--- config.mk ---
export PLATFORM = sky130hd
export DESIGN_NAME = seq_detect_param
export DESIGN_NICKNAME = d
export VERILOG_FILES = /design/src/rtl/seq_det_pkg.sv /design/src/rtl/seq_det_window.sv /design/src/rtl/seq_detect_param.sv
export SDC_FILE = /design/constraint.sdc
export NUM_CORES = 1
export LEC_CHECK = 0
export CORE_ASPECT_RATIO = 1.1
export CORE_MARGIN = 3
export CORE_UTILIZATION = 35
export DETAILED_ROUTE_END_ITERATION = 6
export GPL_TIMING_DRIVEN = 0
export HOLD_SLACK_MARGIN = 0.08
export PLACE_DENSITY = 0.69
export SLEW_MARGIN = 20
export SYNTH_ARGS = -nofsm -noshare
export SYNTH_HDL_FRONTEND = slang
export SYNTH_SLANG_ARGS = --single-unit
--- constraint.sdc ---
create_clock -name ck -period 5.5 [get_ports ck]
set_input_delay 1.1 -clock ck [delete_from_list [all_inputs] [get_ports ck]]
set_output_delay 1.1 -clock ck [all_outputs]
set_load 0.02 [all_outputs]
--- src/rtl/seq_det_pkg.sv ---
// Shared types and limits for the parametrised serial pattern detector.
package seq_det_pkg;

   typedef enum logic {
      FILL  = 1'b0,
      ARMED = 1'b1
   } state_t;

   localparam int PAT_W_MIN = 2;
   localparam int PAT_W_MAX = 16;

endpackage

--- src/rtl/seq_det_window.sv ---
// Sliding bit window with a saturating fill count; exposes the post-shift
// window and fill so the top can decide on a match in the same cycle.
module seq_det_window
   import seq_det_pkg::*;
#(
   parameter int  PAT_W  = 3,
   localparam int FILL_W = $clog2(PAT_W + 1)
) (
   input  logic              ck,
   input  logic              r,
   input  logic              shift,
   input  logic              flush,
   input  logic              bit_in,
   output logic [PAT_W-1:0]  next_window,
   output logic [FILL_W-1:0] fill_next,
   output logic              full_next
);

   if (PAT_W < PAT_W_MIN || PAT_W > PAT_W_MAX) begin : g_bad_pat_w
      $error("seq_det_window: PAT_W out of range");
   end

   // Only the newest PAT_W-1 bits are kept: the oldest bit of a full window
   // is never compared again once the next bit arrives.
   logic [PAT_W-2:0]  hist;
   logic [FILL_W-1:0] fill;

   assign next_window = {hist, bit_in};
   assign fill_next   = (fill == FILL_W'(PAT_W)) ? fill : fill + 1'b1;
   assign full_next   = (fill_next == FILL_W'(PAT_W));

   // NOTE: sequential state uses non-blocking assignments so every register
   // samples pre-edge values regardless of statement order.
   always_ff @(posedge ck or negedge r) begin
      if (!r) begin
         hist <= '0;
         fill <= '0;
      end else if (flush) begin
         hist <= '0;
         fill <= '0;
      end else if (shift) begin
         hist <= next_window[PAT_W-2:0];
         fill <= fill_next;
      end
   end

endmodule

--- src/rtl/seq_detect_param.sv ---
// Serial bit-pattern detector with loadable pattern, overlap control and a
// saturating match counter.
module seq_detect_param
   import seq_det_pkg::*;
#(
   parameter int               PAT_W       = 3,
   parameter logic [PAT_W-1:0] PAT_DEFAULT = 3'b101,
   parameter int               CNT_W       = 8
) (
   input  logic             ck,
   input  logic             r,
   input  logic             i,
   input  logic             i_vld,
   input  logic             overlap,
   input  logic [PAT_W-1:0] pat,
   input  logic             pat_load,
   input  logic             cnt_clr,
   output logic             o,
   output logic [CNT_W-1:0] match_cnt,
   output logic             cnt_sat
);

   localparam int FILL_W = $clog2(PAT_W + 1);

   state_t             state;
   logic [PAT_W-1:0]   pat_q;
   logic [PAT_W-1:0]   next_window;
   logic [FILL_W-1:0]  fill_next;
   logic               full_next;
   logic               shift;
   logic               match;
   logic               flush;
   logic [CNT_W-1:0]   cnt_next;

   // A load discards any coincident data bit, so it also suppresses the match.
   assign shift = i_vld & ~pat_load;
   assign match = shift && (fill_next == FILL_W'(PAT_W)) && (next_window == pat_q);
   assign flush = pat_load | (match & ~overlap);

   seq_det_window #(.PAT_W(PAT_W)) u_window (
      .ck          (ck),
      .r           (r),
      .shift       (shift),
      .flush       (flush),
      .bit_in      (i),
      .next_window (next_window),
      .fill_next   (fill_next),
      .full_next   (full_next)
   );

   // NOTE: give every always_comb output a default first so no path leaves it
   // unassigned, which would infer a latch.
   always_comb begin
      cnt_next = match_cnt;
      if (cnt_clr)
         cnt_next = match ? CNT_W'(1) : '0;
      else if (match && !(&match_cnt))
         cnt_next = match_cnt + 1'b1;
   end

   always_ff @(posedge ck or negedge r) begin
      if (!r) begin
         state     <= FILL;
         pat_q     <= PAT_DEFAULT;
         o         <= 1'b0;
         match_cnt <= '0;
         cnt_sat   <= 1'b0;
      end else begin
         o         <= match;
         match_cnt <= cnt_next;
         cnt_sat   <= &cnt_next;
         if (pat_load) begin
            pat_q <= pat;
            state <= FILL;
         end else if (shift) begin
            case (state)
               FILL:    if (full_next && !flush) state <= ARMED;
               ARMED:   if (flush)               state <= FILL;
               default: state <= FILL;
            endcase
         end
      end
   end

endmodule
==> impl_metrics.env, run 1 <==
export IMPL_status="finished, final reports clean"
export IMPL_synth_area_per_cell_um2=9.89
export IMPL_die_area_um2=3340
export IMPL_vias_per_cell=5.12
export IMPL_final_period_utilization_pct=50.1
export IMPL_dr_wl_met2_um=999
export IMPL_die_x_um=55.4
export IMPL_wl_met1_um=877
export IMPL_clkTransAtPathRegs_ns=0.10
export IMPL_grt_max_degree=18
export IMPL_end_kind="register"
export IMPL_post_dp_cell_area_um2=1150
export IMPL_wl_um=1920
export IMPL_power_leakage_nw=0.464
export IMPL_hold_path_class="reg -> reg"
export IMPL_drc=0
export IMPL_synthCells=95
export IMPL_synth_area_leaders="dfrtp_1, nor2_1, dfstp_2"
export IMPL_die_height_um=60.3
export IMPL_ys_types=39
export IMPL_crit_fanout=7
export IMPL_maxCapViolCount=0
export IMPL_post_cts_resized=0
export IMPL_fin_nets=128
export IMPL_num_rows=19
export IMPL_start_util_pct=37.3
export IMPL_clkPwrFrac_pct=29.6
export IMPL_layout_drive_gt1_share_pct=13.8
export IMPL_power_mw=0.223
export IMPL_cts_max_level=1
export IMPL_yosysTopAreaCell="dfrtp_1"
export IMPL_slew_viol_final=0
export IMPL_syn_area_um2=940
export IMPL_layout_min_cycle_time_ns=2.76
export IMPL_internal_power_mw=0.169
export IMPL_cts_hold_buf=0
export IMPL_clock_path_buffers=2
export IMPL_register_area_um2=428
export IMPL_clock_latency_ns=0.28
export IMPL_post_route_util_pct=46.7
export IMPL_crit_arrival_ns=2.98
export IMPL_multi_input_area_um2=479
export IMPL_ys_seq_elements=17
export IMPL_max_freq_ghz=0.363
export IMPL_grt_pass1_wl_um=3190
export IMPL_synth_edf_count=0
export IMPL_maxSlewHeadroom_pct=48.5
export IMPL_synth_top_area_share_pct=39.9
export IMPL_synthFlopType="dfrtp_1"
export IMPL_fin_tns_setup_ns=0
export IMPL_drt_first_pass_iters=4
export IMPL_fin_skew_ns=0.00198
export IMPL_async_flop_share_pct=100
export IMPL_numCtsBuffers=3
export IMPL_final_area_um2=1180
export IMPL_ys_seq_area_share_pct=45.5
export IMPL_rsz0062_at_grt="no"
export IMPL_place_hpwl_um=1440
export IMPL_sw_frac_of_total_pct=24.1
export IMPL_finalHoldViolCount=0
export IMPL_antenna_found_initial=0
export IMPL_core_area_um2=2520
export IMPL_p_per_area_nw_per_um2=190
export IMPL_post_cts_buffers=0
export IMPL_yosysWarnings=0
export IMPL_area_growth_pct=25.2
export IMPL_grt_overflow_total=0
export IMPL_port_buffers=17
export IMPL_vdd_ir_drop_max_mv=0.0910
export IMPL_dr_wl_met3_um=39
export IMPL_root_buffer="clkbuf_4"
export IMPL_via_count=752
export IMPL_wl_per_cell_um=13.0
export IMPL_tightest_slew_ns=0.770
export IMPL_path_class="in -> reg"
export IMPL_antenna_cells=0
export IMPL_first_iter_violations=27
export IMPL_grt_pass1_vias=770
export IMPL_seqPwrFrac_pct=59.9
export IMPL_worstPathRequired_ns=5.73
export IMPL_syn_nets=106
export IMPL_grt_usage_pct=12.1
export IMPL_clock_sinks=17
export IMPL_gp_congestion=0.805
export IMPL_final_cell_mix="clkdlybuf4s50_1, nor2_1, dfrtp_1"
export IMPL_power_share_combinational_pct=10.5
export IMPL_p_sw_mw=0.0536
export IMPL_final_setup_viol_count=0
export IMPL_mostFrequentLayoutCell="clkdlybuf4s50_1"
export IMPL_cts_tree="yes"
export IMPL_ant_nets=0
export IMPL_critPathLaunchType="input port"
export IMPL_num_fill_cells=250
export IMPL_highest_layer="met3"
export IMPL_io_pins=20
cells in the mapped netlist (all sizes together), types with 2 or more instances:
cell type and instances:
dfrtp 15, xnor2 7, mux2i 2, buf 4, nor3 6, nor2 16, and4 2, a21oi 5
mux2 3, nand2 6, inv 2, nand3 2, nand4 2, o21ai 2, dfstp 2
logic make-up after synthesis:
logic type               count (synthesis)  share of synthesized area [%]
AND/OR/NAND/NOR                         42                           24.5
flip-flops                              17                           45.5
AO/OA/AOI/OAI                           16                           12.1
XOR/XNOR                                 7                           7.32
buffers and inverters                    7                           3.46
multiplexers                             5                           5.73
adder cells (fa/ha/maj)                  1                           1.33
stage by stage:
step           std cells  hold slack [ns]  setup WS, ns
6_report             147            0.552          2.74
4_1_cts              147            0.554          2.75
2_1_floorplan         95            0.477          2.99
3_5_place_dp         143            0.528          2.44
3_3_place_gp         143            0.507          2.45
5_1_grt              147            0.595          2.66
power by group through the flow:
stage / Sequential (mW) / Clock [mW] / Combinational, mW
after detailed placement: 0.136 / 0 / 0.0238
after global routing: 0.134 / 0.0764 / 0.0257
after CTS: 0.134 / 0.0707 / 0.0239
final: 0.134 / 0.0659 / 0.0235
after global placement: 0.136 / 0 / 0.0229
after floorplan: 0.135 / 0 / 0.0133
registers in the layout (all words and copies together), names as in the netlist:
name and count:
match_cnt 8, pat_q 3, u_window.fill 2, u_window.hist 2, cnt_sat 1, o 1
critical path, cell delays in order:
cell             delay (ns)
clkdlybuf4s50_1        0.50
and3b_2                0.29
nand4_4                0.13
or4b_1                 0.51
a221oi_2               0.24
and4_1                 0.21
final timing paths:
kind	from	to	slack, ns	cells after the start
worst max-delay path	pat_load	cnt_sat$_DFF_PN0_	2.74	6
worst min-delay path	pat_q[1]$_DFFE_PN0P_	pat_q[1]$_DFFE_PN0P_	0.55	1
worst max register to register	match_cnt[0]$_DFF_PN0_	cnt_sat$_DFF_PN0_	3.36	7
worst min register to register	pat_q[1]$_DFFE_PN0P_	pat_q[1]$_DFFE_PN0P_	0.55	1
max in group asynchronous	r	match_cnt[5]$_DFF_PN0_	3.76	1
min in group asynchronous	r	u_window.hist[0]$_DFFE_PN0P_	1.26	1
layer usage:
metal	GRT usage (%)	up-vias
met4	6.25	0
met3	2.34	0
met2	22.0	10
met1	13.7	359
li1	-	383
met5	0	-
final cells by class:
cell class | count | area share, %
buffer | 5 | 2.13
sequential | 17 | 36.4
inverter | 2 | 0.638
clock buffer | 3 | 1.91
timing repair buffer | 17 | 14.5
multi-input combinational | 71 | 40.7
tap | 31 | 3.30
clock inverter | 1 | 0.426
(Power assumes the default switching activity.)
==> run 2: changes to the inputs <==
- clock period: 5.5 -> 2.63 ns (I/O delays scaled with it)
==> results of run 2 <==
Same layout as run 1 (identical final DEF). Status: finished, final reports clean.
Among the figures that moved: setup slack after placement 2.44 ns -> 0.143 ns; setup slack after layout 2.74 ns -> 0.447 ns; hold slack 0.552 ns -> 0.551 ns; register-to-register setup slack 3.36 ns -> 0.49 ns; end point of the worst hold path pat_q[1]$_DFFE_PN0P_ -> u_window.fill[1]$_DFFE_PN0P_; total power 0.223 mW -> 0.466 mW; worst IR drop on VDD 0.0910 mV -> 0.190 mV
==> run 3: changes to the inputs <==
- PLACE_DENSITY: 0.69 -> 0.71
- clock period: 2.63 -> 1.9 ns (I/O delays scaled with it)
==> run 3 against run 2 <==
  * Sequential power is 39% higher
  * Critical endpoint unchanged
  * Core utilization up 2.9 points
  * Cell area grew 6.3%
  * Die area is the same
  * Via count up 4.4%
  * Combinational power rose by 46%
  * Register-to-register slack worse by 0.45 ns
  * Global-route usage rose by 1.6 points
  * Worst setup slack got worse by 0.40 ns
  * Largest power group unchanged
  * Critical path type is now reg -> reg
  * Routed wire length increased by 6.7%
  * Flip-flop and latch count unchanged
==> impl_metrics.env, run 3 (same netlist as run 1, synthesis figures left out) <==
export IMPL_status="finished, final reports clean"
export IMPL_first_iter_violations=15
export IMPL_clkTransAtPathRegs_ns=0.10
export IMPL_layout_setup_ws_ns=0.0435
export IMPL_sw_frac_of_total_pct=24.2
export IMPL_antenna_found_initial=0
export IMPL_crit_arrival_ns=2.09
export IMPL_die_x_um=55.4
export IMPL_largest_reg_flops=8
export IMPL_largest_register="match_cnt"
export IMPL_fin_nets=132
export IMPL_seqPwrFrac_pct=59.2
export IMPL_clock_latency_ns=0.30
export IMPL_fin_tns_setup_ns=0
export IMPL_wl_per_cell_um=13.5
export IMPL_fin_skew_ns=0.00757
export IMPL_die_area_um2=3340
export IMPL_final_period_utilization_pct=97.7
export IMPL_register_area_um2=430
export IMPL_critPathLaunchType="register"
export IMPL_mostFrequentLayoutCell="nor2_1"
export IMPL_grt_pass1_vias=800
export IMPL_finalHoldViolCount=0
export IMPL_slew_viol_final=0
export IMPL_via_count=785
export IMPL_layout_drive_gt1_share_pct=23.3
export IMPL_grt_pass1_wl_um=3560
export IMPL_clock_sinks=17
export IMPL_numCtsBuffers=3
export IMPL_max_freq_ghz=0.539
export IMPL_drt_first_pass_iters=4
export IMPL_layout_min_cycle_time_ns=1.86
export IMPL_antenna_cells=0
export IMPL_tightest_slew_ns=0.753
export IMPL_p_per_area_nw_per_um2=524
export IMPL_worstPathRequired_ns=2.13
export IMPL_vias_per_cell=5.20
export IMPL_power_leakage_nw=0.507
export IMPL_grt_max_degree=18
export IMPL_maxCapViolCount=0
export IMPL_wl_met1_um=907
export IMPL_ant_nets=0
export IMPL_rsz0062_at_grt="yes"
export IMPL_cts_tree="yes"
export IMPL_vdd_ir_drop_max_mv=0.307
export IMPL_num_rows=19
export IMPL_drc=0
export IMPL_cts_max_level=1
export IMPL_path_class="reg -> reg"
export IMPL_final_setup_viol_count=0
export IMPL_core_area_um2=2520
export IMPL_highest_layer="met4"
export IMPL_die_height_um=60.3
export IMPL_power_share_combinational_pct=10.9
export IMPL_end_kind="register"
export IMPL_power_mw=0.656
export IMPL_grt_overflow_total=0
export IMPL_gp_congestion=0.806
export IMPL_port_buffers=17
export IMPL_pre_cts_ws_ns=-0.436
export IMPL_start_util_pct=37.3
export IMPL_io_pins=20
export IMPL_root_buffer="clkbuf_4"
export IMPL_dr_wl_met2_um=1000
export IMPL_top_regs="match_cnt (8), pat_q (3)"
export IMPL_clkPwrFrac_pct=29.9
export IMPL_wl_um=2050
export IMPL_dp_cells=143
export IMPL_dr_wl_met3_um=74
export IMPL_num_fill_cells=266
export IMPL_grt_usage_pct=13.7
export IMPL_multi_input_area_um2=517
export IMPL_maxSlewHeadroom_pct=49.7
export IMPL_hold_path_class="in -> reg"
export IMPL_clock_path_buffers=2
export IMPL_internal_power_mw=0.497
export IMPL_cts_hold_buf=0
export IMPL_place_hpwl_um=1420
export IMPL_p_sw_mw=0.159
export IMPL_crit_fanout=6
export IMPL_final_cell_mix="nor2_1, clkdlybuf4s50_1, dfrtp_1"
export IMPL_area_growth_pct=33.0
export IMPL_instances_no_fill=151
run 3: changes by cell type in the layout (fill, tap and decap cells not counted), moves of 2 or more:
cell,delta
clkdlybuf4s50_1,-2
buf_4,+4
dfrtp_2,+2
dfrtp_1,-2
xnor2_2,+2
xnor2_1,-2
dlygate4sd2_1,+2
run 3: stage by stage:
step	cell area [um^2]	util, %	hold WS [ns]
2_1_floorplan	945	-	0.0844
3_3_place_gp	1150	45.8	0.504
3_5_place_dp	1150	45.8	0.543
4_1_cts	1210	48.2	0.394
5_1_grt	1250	49.6	0.390
6_report	1250	49.6	0.396
run 3: worst max-delay path, stage by stage, from the launching register on:
cell	delay (ns)
dfrtp_2	0.42
ha_2	0.22
nand3_2	0.13
nor3_4	0.07
or4b_4	0.51
a221oi_2	0.23
and4_1	0.21
run 3: timing repair:
| action | in CTS | in global routing |
|---|---|---|
| pin swaps | 1 | 4 |
| buffers inserted | 4 | 0 |
| setup endpoints to repair | 2 | 1 |
| resized for setup | 4 | 8 |
run 3: final timing paths:
| kind | from | endpoint | slack [ns] | depth (start not counted) |
|---|---|---|---|---|
| max in group asynchronous | r | match_cnt[1]$_DFF_PN0_ | 0.87 | 1 |
| worst max register to register | match_cnt[0]$_DFF_PN0_ | cnt_sat$_DFF_PN0_ | 0.04 | 6 |
| worst min register to register | u_window.fill[1]$_DFFE_PN0P_ | u_window.fill[1]$_DFFE_PN0P_ | 0.56 | 2 |
| worst max-delay path | match_cnt[0]$_DFF_PN0_ | cnt_sat$_DFF_PN0_ | 0.04 | 6 |
| worst min-delay path | i_vld | u_window.fill[0]$_DFFE_PN0P_ | 0.40 | 3 |
| min in group asynchronous | r | u_window.hist[1]$_DFFE_PN0P_ | 0.52 | 1 |
run 3: area by class of cell:
type	count	share of cell area, %
Buffer	5	2.60
Clock buffer	4	2.10
Inverter	2	0.601
Multi-Input combinational cell	71	41.3
Sequential cell	17	34.4
Tap cell	31	3.10
Timing Repair Buffer	21	15.8
run 3: power groups by stage:
stage               clock (mW)  combinational, mW  sequential, mW
floorplan                    0             0.0385           0.392
global placement             0             0.0665           0.393
detailed placement           0             0.0689           0.394
CTS                      0.198             0.0688           0.386
global route             0.213             0.0793           0.390
finish                   0.196             0.0715           0.388
run 3: per-layer routing:
metal | up-vias | GRT usage (%)
li1 | 391 | -
met1 | 371 | 16.6
met2 | 19 | 22.1
met3 | 4 | 2.34
met4 | 0 | 10.4
met5 | - | 0
